==> src/rtl/riscv_slave_master.sv <==
// riscv_slave_master: streams 64-bit words into a registered-read slave
// register file, then on request reads them back in order onto an output
// valid/ready stream. The slave is always refilled starting at address 0.
module riscv_slave_master #(
  parameter int abits       = 4,
  parameter int log2_dbytes = 3,
  parameter int depth       = 16,
  localparam int dbits      = 8 * (2 ** log2_dbytes)
) (
  input  logic             clk,
  input  logic             nrst,
  input  logic             s_valid,
  output logic             s_ready,
  input  logic [dbits-1:0] s_data,
  input  logic             drain_req,
  output logic             out_valid,
  input  logic             out_ready,
  output logic [dbits-1:0] out_data,
  output logic [abits:0]   count,
  output logic             full,
  output logic             busy,
  output logic [abits-1:0] m_address,
  output logic             m_w_enable,
  output logic [dbits-1:0] m_w_data,
  input  logic [dbits-1:0] m_r_data
);

  localparam logic [abits:0] DEPTH_C = (abits + 1)'(depth);

  typedef enum logic [1:0] {
    FILL    = 2'd0,
    RD_ADDR = 2'd1,
    RD_DATA = 2'd2,
    OUT     = 2'd3
  } state_t;

  state_t             state_q, state_d;
  logic [abits-1:0]   wr_ptr_q, wr_ptr_d;
  logic [abits-1:0]   rd_ptr_q, rd_ptr_d;
  logic [abits:0]     count_q, count_d;
  logic               out_valid_q, out_valid_d;
  logic [dbits-1:0]   out_data_q, out_data_d;

  logic               wr_accept;
  logic               last_word;

  // Slave-side strobes and input handshake; writes only happen while filling.
  always_comb begin
    s_ready    = (state_q == FILL) && (count_q < DEPTH_C);
    wr_accept  = s_valid && s_ready;
    m_w_enable = wr_accept;
    m_address  = (state_q == FILL) ? wr_ptr_q : rd_ptr_q;
    m_w_data   = s_data;
    last_word  = ({1'b0, rd_ptr_q} == (count_q - (abits + 1)'(1)));
  end

  // Next-state logic: fill, then per word a two-cycle read followed by output hold.
  always_comb begin
    state_d     = state_q;
    wr_ptr_d    = wr_ptr_q;
    rd_ptr_d    = rd_ptr_q;
    count_d     = count_q;
    out_valid_d = out_valid_q;
    out_data_d  = out_data_q;
    case (state_q)
      FILL: begin
        if (wr_accept) begin
          wr_ptr_d = wr_ptr_q + abits'(1);
          count_d  = count_q + (abits + 1)'(1);
        end
        // A word accepted alongside the request is part of this drain.
        if (drain_req && ((count_q != '0) || wr_accept)) begin
          state_d  = RD_ADDR;
          rd_ptr_d = '0;
        end
      end
      RD_ADDR: begin
        state_d = RD_DATA;
      end
      RD_DATA: begin
        out_data_d  = m_r_data;
        out_valid_d = 1'b1;
        state_d     = OUT;
      end
      OUT: begin
        if (out_ready) begin
          out_valid_d = 1'b0;
          if (last_word) begin
            state_d  = FILL;
            wr_ptr_d = '0;
            rd_ptr_d = '0;
            count_d  = '0;
          end else begin
            rd_ptr_d = rd_ptr_q + abits'(1);
            state_d  = RD_ADDR;
          end
        end
      end
      default: begin
        state_d = FILL;
      end
    endcase
  end

  // State and output registers; reset abandons any drain in progress.
  always_ff @(posedge clk) begin
    if (!nrst) begin
      state_q     <= FILL;
      wr_ptr_q    <= '0;
      rd_ptr_q    <= '0;
      count_q     <= '0;
      out_valid_q <= 1'b0;
      out_data_q  <= '0;
    end else begin
      state_q     <= state_d;
      wr_ptr_q    <= wr_ptr_d;
      rd_ptr_q    <= rd_ptr_d;
      count_q     <= count_d;
      out_valid_q <= out_valid_d;
      out_data_q  <= out_data_d;
    end
  end

  assign out_valid = out_valid_q;
  assign out_data  = out_data_q;
  assign count     = count_q;
  assign full      = (count_q == DEPTH_C);
  assign busy      = (state_q != FILL);

endmodule

==> config.mk <==
export PLATFORM = sky130hd
export DESIGN_NAME = riscv_slave_master
export DESIGN_NICKNAME = d
export VERILOG_FILES = /design/src/rtl/riscv_slave_master.sv
export SDC_FILE = /design/constraint.sdc
export NUM_CORES = 1
export LEC_CHECK = 0
export ABC_AREA = 1
export CORE_AREA = 2 2 107 109
export DETAILED_ROUTE_END_ITERATION = 6
export DIE_AREA = 0 0 109 111
export PLACE_DENSITY = 0.8
export SYNTH_ARGS = -nofsm -noshare
export SYNTH_HDL_FRONTEND = slang
export SYNTH_SLANG_ARGS = --single-unit
==> constraint.sdc <==
create_clock -name clk -period 4 [get_ports clk]
set_clock_uncertainty 0.05 [all_clocks]
set_input_delay 0.4 -clock clk [delete_from_list [all_inputs] [get_ports clk]]
set_output_delay 0.4 -clock clk [all_outputs]
set_load 0.01 [all_outputs]
After elaboration in Yosys (flattened, before gate mapping)

Cells that the tools add are included.

Bits in registers: 80
Bits of input ports: 133
Output and inout bits: 142
Word-level logic and storage cells: 52

Add/subtract/negate cells: 4
Order comparisons: 1
Equality and inequality tests: 9
Muxes and demuxes: 19
Reduce and logical (&&, ||, !) cells: 13

Operator list:

| cell                                                  | count |
|---|---|
| 2-to-1 mux 4 bit                                      | 7 |
| case mux 4 bit (2 select lines)                       | 2 |
| 2-to-1 mux 5 bit                                      | 3 |
| case mux 5 bit (2 select lines)                       | 1 |
| adder 4 x 1 -> 4 bit, second input constant           | 2 |
| case mux 2 bit (4 select lines)                       | 1 |
| inequality test 2 bit, second input constant          | 3 |
| nonzero test 2 bit                                    | 3 |
| adder 5 x 1 -> 5 bit, second input constant           | 1 |
| == test 4 x 5 -> 1 bit                                | 1 |
| == test 5 bit, second input constant                  | 1 |
| less-than comparator 5 bit, second input constant     | 1 |
| nonzero test 5 bit                                    | 1 |
| subtractor 5 x 1 -> 5 bit, second input constant      | 1 |
| == test 2 bit, second input constant                  | 2 |
| 2-to-1 mux 2 bit                                      | 2 |
| AND reduction 2 bit                                   | 2 |
| AND reduction 4 bit                                   | 1 |
| logical AND 1 bit                                     | 3 |
| AND reduction 3 bit                                   | 1 |
| == test 2 x 1 -> 1 bit, second input constant         | 1 |
| zero test 2 bit                                       | 1 |
| 2-to-1 mux 1 bit                                      | 2 |
| inequality test 2 x 1 -> 1 bit, second input constant | 1 |
| other kinds (2)                                       | 2 |

Longest topological paths before layout

Gate-level depths: netlist of the first run.

Depth in word-level cells: 7
Gate-level depth with buffers: 13

Worst setup path after synthesis of the first run

No wires, ideal clock.

Kind: register to register
Start point: register count_q[0], in the netlist count[0]
End point: register count_q[0], in the netlist count[0]
Data arrival time: 1596 ps
Required time: 3837 ps
Setup slack: 2241 ps
Stages on the path, launching flop included: 11
Path buffers: 0
Cells stage by stage: dfxtp_1 > inv_1 > ha_1 > xor2_1 > nand2_1 > nor2_2 > nand2_2 > nand2_4 > nand2_4 > o21ai_1 > inv_1

Cells in the longest elaborated chain, start to end: 5
Elaborated cells on any way between the ends: 11
Classes of those cells: 2 x add/sub; 1 x order compare; 3 x eq/ne; 2 x mux; 3 x reduce/logical

RTL lines:

| element                                                           | line | RTL |
|---|---|---|
| from (decl)                                                       | 40   | `logic [abits:0] count_q, count_d;` |
| from (signal assigned)                                            | 118  | `count_q <= count_d;` |
| branches (longest 5 deep; another with subtractor 5 x 1 -> 5 bit) | n/a  |  |

Parallel ways; which one is timed is not known. The select of a mux whose other input is x is not followed.
A chain may end at the register's enable or synchronous reset.

Worst setup path after layout of the first run

Start point: register state_q[1]
End point: output port s_ready

Cells in the longest elaborated chain, start to end: 2

RTL lines:

| element                | line | RTL |
|---|---|---|
| from (decl)            | 37   | `state_t state_q, state_d;` |
| from (signal assigned) | 115  | `state_q <= state_d;` |
| zero test 2 bit        | 49   | `s_ready = (state_q == FILL) && (count_q < DEPTH_C);` |
| logical AND 1 bit      | 49   |  |
| to (decl)              | 13   | `output logic s_ready,` |

No other way between the ends.

==> results.py, run 1 <==
metrics = {
    "detailed_routing": {
        "ant_nets": 0,
        "route.vias.total": 3378,
        "wl_per_cell_um": 13.7,
        "via_per_inst": 4.65,
        "route.detailed.drc": 0,
        "routed_wl_um": 9950,
        "firstDrtPassIters": 4,
        "dr.first_iter.drc_count": 184,
    },
    "power_and_ir_drop": {
        "power.total_w": 0.00346,
        "combPwrFrac_pct": 44.6,
        "net-switching-power_w": 0.00128,
        "internal_power_w": 0.00218,
        "vdd_ir_drop_max_mv": 0.283,
        "switching_share_pct": 36.9,
        "p_leak_nw": 2.12,
        "p_seq_share_pct": 33.9,
        "power.density_nw_per_um2": 673,
        "clkPwrFrac_pct": 21.5,
    },
    "placed_design": {
        "place_hpwl_um": 7100,
        "dp.cells": 711,
        "postPlaceCellArea_um2": 4860,
        "portBuffers": 146,
        "gp_congestion": 0.787,
    },
    "grt": {
        "grt_max_degree": 66,
        "grt_first_pass_wirelength_um": 16400,
        "grt_pass1_vias": 3429,
        "grt_overflow": 0,
        "track_usage_pct": 16.9,
        "antenna_found_initial": 0,
    },
    "floorplan": {
        "dieArea_um2": 12100,
        "die_w_um": 109,
        "die_h_um": 111,
        "initial_core_util_pct": 34.4,
        "num_io_pins": 275,
        "rows": 39,
        "core_area_um2": 11100,
    },
    "yosys": {
        "synth_edf_count": 0,
        "synth_area_per_cell_um2": 7.49,
        "ys_warn_count": 0,
        "syn_inst": 509,
        "netlist_area_um2": 3810,
        "synth_seq_area_share_pct": 42.0,
        "synthFlopType": "dfxtp_1",
        "async_flop_share_pct": 0,
        "ys_seq_elements": 80,
        "synth_cell_types": 27,
        "syn_nets": 650,
    },
    "clock_network": {
        "cts_made_buffers": 9,
        "cts_setup_buffers": 0,
        "cts.clk_slew.worst_paths_ns": 0.06,
        "cts.sinks": 80,
        "insertion_delay_ns": 0.32,
        "cts_root_buf": "clkbuf_16",
        "post_cts_resized": 0,
        "htreeDepth": 3,
        "hold_buffers": 0,
        "tritoncts": "done",
        "clockBufferDepth": 2,
    },
    "finish": {
        "fin_cells": 727,
        "fin_area_um2": 5140,
        "nFillCells": 1074,
        "multi_input_area_um2": 1520,
        "diodes": 0,
        "fin_util_pct": 46.4,
        "mostFrequentLayoutCell": "clkdlybuf4s50_1",
        "drive_gt1_share_pct": 6.16,
        "mostFrequentLayoutCells": "clkdlybuf4s50_1 (145), nor2_1 (139), dfxtp_1 (80), o21ai_0 (73), nand2_1 (41)",
        "area_growth_pct": 34.8,
        "nets": 720,
        "seqCellArea_um2": 1600,
    },
    "setup_path": {
        "crit_type": "reg2out",
        "startpoint_type": "flip-flop",
        "cp-end-kind": "output pin",
        "critical_path_required_ns": 3.55,
        "arrival_ns": 2.08,
        "crit_path_max_fanout": 11,
    },
    "worst_hold_path": {
        "hold_path_class": "reg2reg",
    },
    "sta": {
        "fin_crit_sh_pct": 63.2,
        "finalSetupViolCount": 0,
        "hold_viol_final": 0,
        "finalSetupTns_ns": 0,
        "tightestPinTransition_ns": 1.13,
        "max_freq_ghz": 0.395,
        "slew_headroom_pct": 24.5,
        "rsz0062_at_grt": "false",
        "min_period_ns": 2.53,
        "maxSlewViolCount": 0,
    },
    "job": {
        "drv_cap": 0,
    },
    "outcome": {
        "status": "finished, final reports clean",
    },
}
cells by family after synthesis:
| family | count (synthesis) | share of synthesized area (%) |
|---|---|---|
| simple gates | 208 | 23.0 |
| buf+inv | 114 | 18.3 |
| compound gates | 91 | 12.2 |
| flops | 80 | 42.0 |
| xor+xnor | 8 | 1.84 |
| fa+ha+maj | 8 | 2.63 |
area by class of cell:
| class | instances | share of cell area [%] |
|---|---|---|
| clock inverters | 5 | 0.633 |
| flip-flops and latches | 80 | 31.2 |
| clock buffers | 11 | 4.73 |
| multi-input cells | 315 | 29.5 |
| well taps | 143 | 3.48 |
| inverters | 25 | 1.83 |
| repair buffers | 148 | 28.6 |
per-stage QoR:
stage	hold slack, ns	setup slack, ns
floorplan	0.404	2.24
global placement	0.419	1.85
detailed placement	0.428	1.78
CTS	0.438	1.43
global route	0.477	1.33
finish	0.435	1.47
worst paths after layout:
check	slack [ns]	to	start	cells after the start
max	1.47	s_ready	state_q[1]	5
min	0.44	rd_ptr_q[2]	rd_ptr_q[2]	2
max reg2reg	1.96	wr_ptr_q[0]	state_q[0]	8
min reg2reg	0.44	rd_ptr_q[2]	rd_ptr_q[2]	2
state kept, by name, summed over array words and instances (netlist names):
signal,flops
out_valid,1
out_data,64
state_q,2
rd_ptr_q,4
count,5
wr_ptr_q,4
power by group through the flow:
stage               Clock [W]  Sequential (W)  Combinational, W
floorplan                   0         0.00127          0.000806
global placement            0         0.00117           0.00150
detailed placement          0         0.00119           0.00155
CTS                  0.000766         0.00117           0.00156
global route         0.000807         0.00120           0.00171
finish               0.000745         0.00117           0.00154
worst max-delay path, cell delays in order, from the launching register on:
cell and delay, ns:
dfxtp_1 0.33, inv_1 0.12, ha_1 0.46, inv_1 0.19, nor2_1 0.12, clkdlybuf4s50_1 0.54
metal layers:
metal / GRT usage, % / up-vias / wire, um
li1: - / 1683 / -
met2: 28.9 / 125 / 4890
met4: 8.46 / 0 / 382
met1: 17.8 / 1532 / 3880
met5: 0 / - / 0
met3: 6.64 / 38 / 800
synth_stat cells, drive strengths merged (2+ instances only):
cell type  count  share of area (%)
buf           72                 14
ha             8                2.6
dfxtp         80                 42
o21ai         75                9.9
nand2         47                5.4
clkbuf        17                1.7
nor2         144                 15
nand3         13                1.7
inv           24                2.4
xor2           6                1.4
xnor2          2               0.46
a21oi         16                2.4
Power figures use the tool's default switching activity.
==> inputs of run 2 (changes only) <==
--- a/config.mk
+++ b/config.mk
@@ -6,10 +6,10 @@
 export NUM_CORES = 1
 export LEC_CHECK = 0
 export ABC_AREA = 1
-export CORE_AREA = 2 2 107 109
+export CORE_ASPECT_RATIO = 1.2
+export CORE_UTILIZATION = 32
 export DETAILED_ROUTE_END_ITERATION = 6
-export DIE_AREA = 0 0 109 111
-export PLACE_DENSITY = 0.8
+export PLACE_DENSITY = 0.77
 export SYNTH_ARGS = -nofsm -noshare
 export SYNTH_HDL_FRONTEND = slang
 export SYNTH_SLANG_ARGS = --single-unit
==> constraint.sdc (replaced) <==
create_clock -name clk -period 2.15 [get_ports clk]
set_clock_uncertainty 0.05 [all_clocks]
set_input_delay 0.215 -clock clk [delete_from_list [all_inputs] [get_ports clk]]
set_output_delay 0.215 -clock clk [all_outputs]
set_load 0.01 [all_outputs]
==> results.py, run 2 (synthesis results as in run 1) <==
metrics = {
    "outcome": {
        "status": "finished, final reports clean",
    },
    "setup_path": {
        "critical_path_required_ns": 1.88,
        "cp-end-kind": "output pin",
        "arrival_ns": 1.79,
        "crit_path_max_fanout": 11,
        "cp_slowest_cell": "clkdlybuf4s50_1",
        "rrSetupSlack_ns": 0.27,
        "crit_type": "reg2out",
        "startpoint_type": "flip-flop",
        "critPathTopFamily": "buffers and inverters",
        "reg2reg_from": "count[1]",
        "r2r_end": "wr_ptr_q[0]",
        "crit_buf_inv": 2,
        "critical_path.cell_chain": "inv_1 > ha_4 > o21ai_0 > clkdlybuf4s50_1",
        "cp_slowest_stage_delay_ns": 0.56,
        "r2r_cells": 10,
    },
    "detailed_routing": {
        "ant_nets": 0,
        "via_per_inst": 4.57,
        "dr.first_iter.drc_count": 118,
        "routed_wl_um": 9970,
        "route.vias.total": 3397,
        "firstDrtPassIters": 4,
        "wl_per_cell_um": 13.4,
        "route.detailed.drc": 0,
    },
    "placed_design": {
        "gp_congestion": 0.775,
        "place_hpwl_um": 7260,
        "portBuffers": 146,
    },
    "grt": {
        "grt_first_pass_wirelength_um": 15900,
        "grt_overflow": 0,
        "track_usage_pct": 16.6,
        "grt_max_degree": 65,
        "antenna_found_initial": 0,
        "grt_pass1_vias": 3427,
    },
    "sta": {
        "rsz0062_at_grt": "false",
        "finalSetupTns_ns": 0,
        "max_freq_ghz": 0.488,
        "hold_viol_final": 0,
        "min_period_ns": 2.05,
        "slew_headroom_pct": 57.7,
        "tightestPinTransition_ns": 0.635,
        "maxSlewViolCount": 0,
        "finalSetupViolCount": 0,
        "fin_crit_sh_pct": 95.4,
    },
    "power_and_ir_drop": {
        "power.density_nw_per_um2": 1250,
        "p_leak_nw": 2.14,
        "vdd_ir_drop_max_mv": 0.564,
        "power.total_w": 0.00653,
    },
    "finish": {
        "fin_util_pct": 45.0,
        "area_growth_pct": 36.7,
        "mostFrequentLayoutCell": "clkdlybuf4s50_1",
        "mostFrequentLayoutCells": "clkdlybuf4s50_1 (144), nor2_1 (139), dfxtp_1 (80), o21ai_0 (73), nand2_1 (41)",
        "drive_gt1_share_pct": 7.16,
        "diodes": 0,
        "largest_reg_flops": 64,
        "nets": 723,
        "nFillCells": 1162,
    },
    "clock_network": {
        "tritoncts": "done",
        "htreeDepth": 3,
        "cts_made_buffers": 9,
        "cts_setup_buffers": 0,
        "insertion_delay_ns": 0.33,
        "hold_buffers": 0,
        "cts_root_buf": "clkbuf_16",
        "cts.sinks": 80,
        "clockBufferDepth": 2,
        "cts.clk_slew.worst_paths_ns": 0.06,
    },
    "floorplan": {
        "die_h_um": 122,
        "num_io_pins": 275,
        "die_w_um": 102,
        "dieArea_um2": 12300,
        "initial_core_util_pct": 32.9,
        "rows": 43,
        "core_area_um2": 11600,
    },
    "worst_hold_path": {
        "whs_endpoint": "out_data[6]",
        "hp-start": "nrst",
        "holdPathStages": 3,
        "hold_path_class": "in2reg",
    },
    "job": {
        "drv_cap": 0,
    },
}
run 2: changes by cell type in the layout (fill, tap and decap cells not counted), sizes merged:
cell,previous run,this run
clkinv,6,3
inv,24,26
clkinvlp,0,1
clkdlybuf4s50,145,144
dlygate4sd2,0,1
buf,3,6
run 2: repair_timing:
item / 4_1_cts / 5_1_grt
resized for setup: 2 / 3
setup endpoints to repair: 7 / 6
pin swaps: 0 / 0
run 2: per-layer routing:
metal,wire length [um],GRT usage (%)
met4,514,11.4
met2,4940,28.8
met5,0,0
met1,3720,16.3
met3,788,5.85
run 2: worst max-delay path by stage:
stage | start | end | slack (ns) | depth (start not counted)
global placement | state_q[0] | m_address[0] | 0.27 | 4
floorplan | count[0] | count[0] | 0.39 | 10
detailed placement | state_q[0] | wr_ptr_q[0] | 0.18 | 8
CTS | state_q[1] | s_ready | 0.003 | 5
finish | state_q[0] | m_address[1] | 0.1 | 4
global route | state_q[0] | s_ready | 0.02 | 5
run 2: per-stage QoR:
step	setup WS (ns)	hold WS [ns]	instances	cell area, um2
floorplan	0.391	0.300	509	3810
global placement	0.274	0.380	728	4910
detailed placement	0.176	0.380	728	4910
CTS	0.00311	0.232	744	5200
global route	0.0168	0.258	744	5210
finish	0.0991	0.251	744	5210
run 2: tightest hold or removal path, stage by stage:
cell     delay [ns]
buf_2          0.21
o21ai_0        0.12
nor2_1         0.04
run 2: report_power, final:
group	internal (W)	total (W)	switching [W]	leakage (nW)
Combinational	0.00138	0.00292	0.00154	1.35
Clock	0.000822	0.00143	0.000610	0.137
Sequential	0.00193	0.00218	0.000250	0.656
run 2: area by class of cell:
class	instances	area [um2]	share of cell area, %
clock buffers	11	243	4.66
clock inverters	5	38.8	0.745
inverters	25	93.8	1.80
multi-input cells	315	1530	29.4
flip-flops and latches	80	1600	30.7
well taps	157	196	3.77
repair buffers	151	1510	28.9
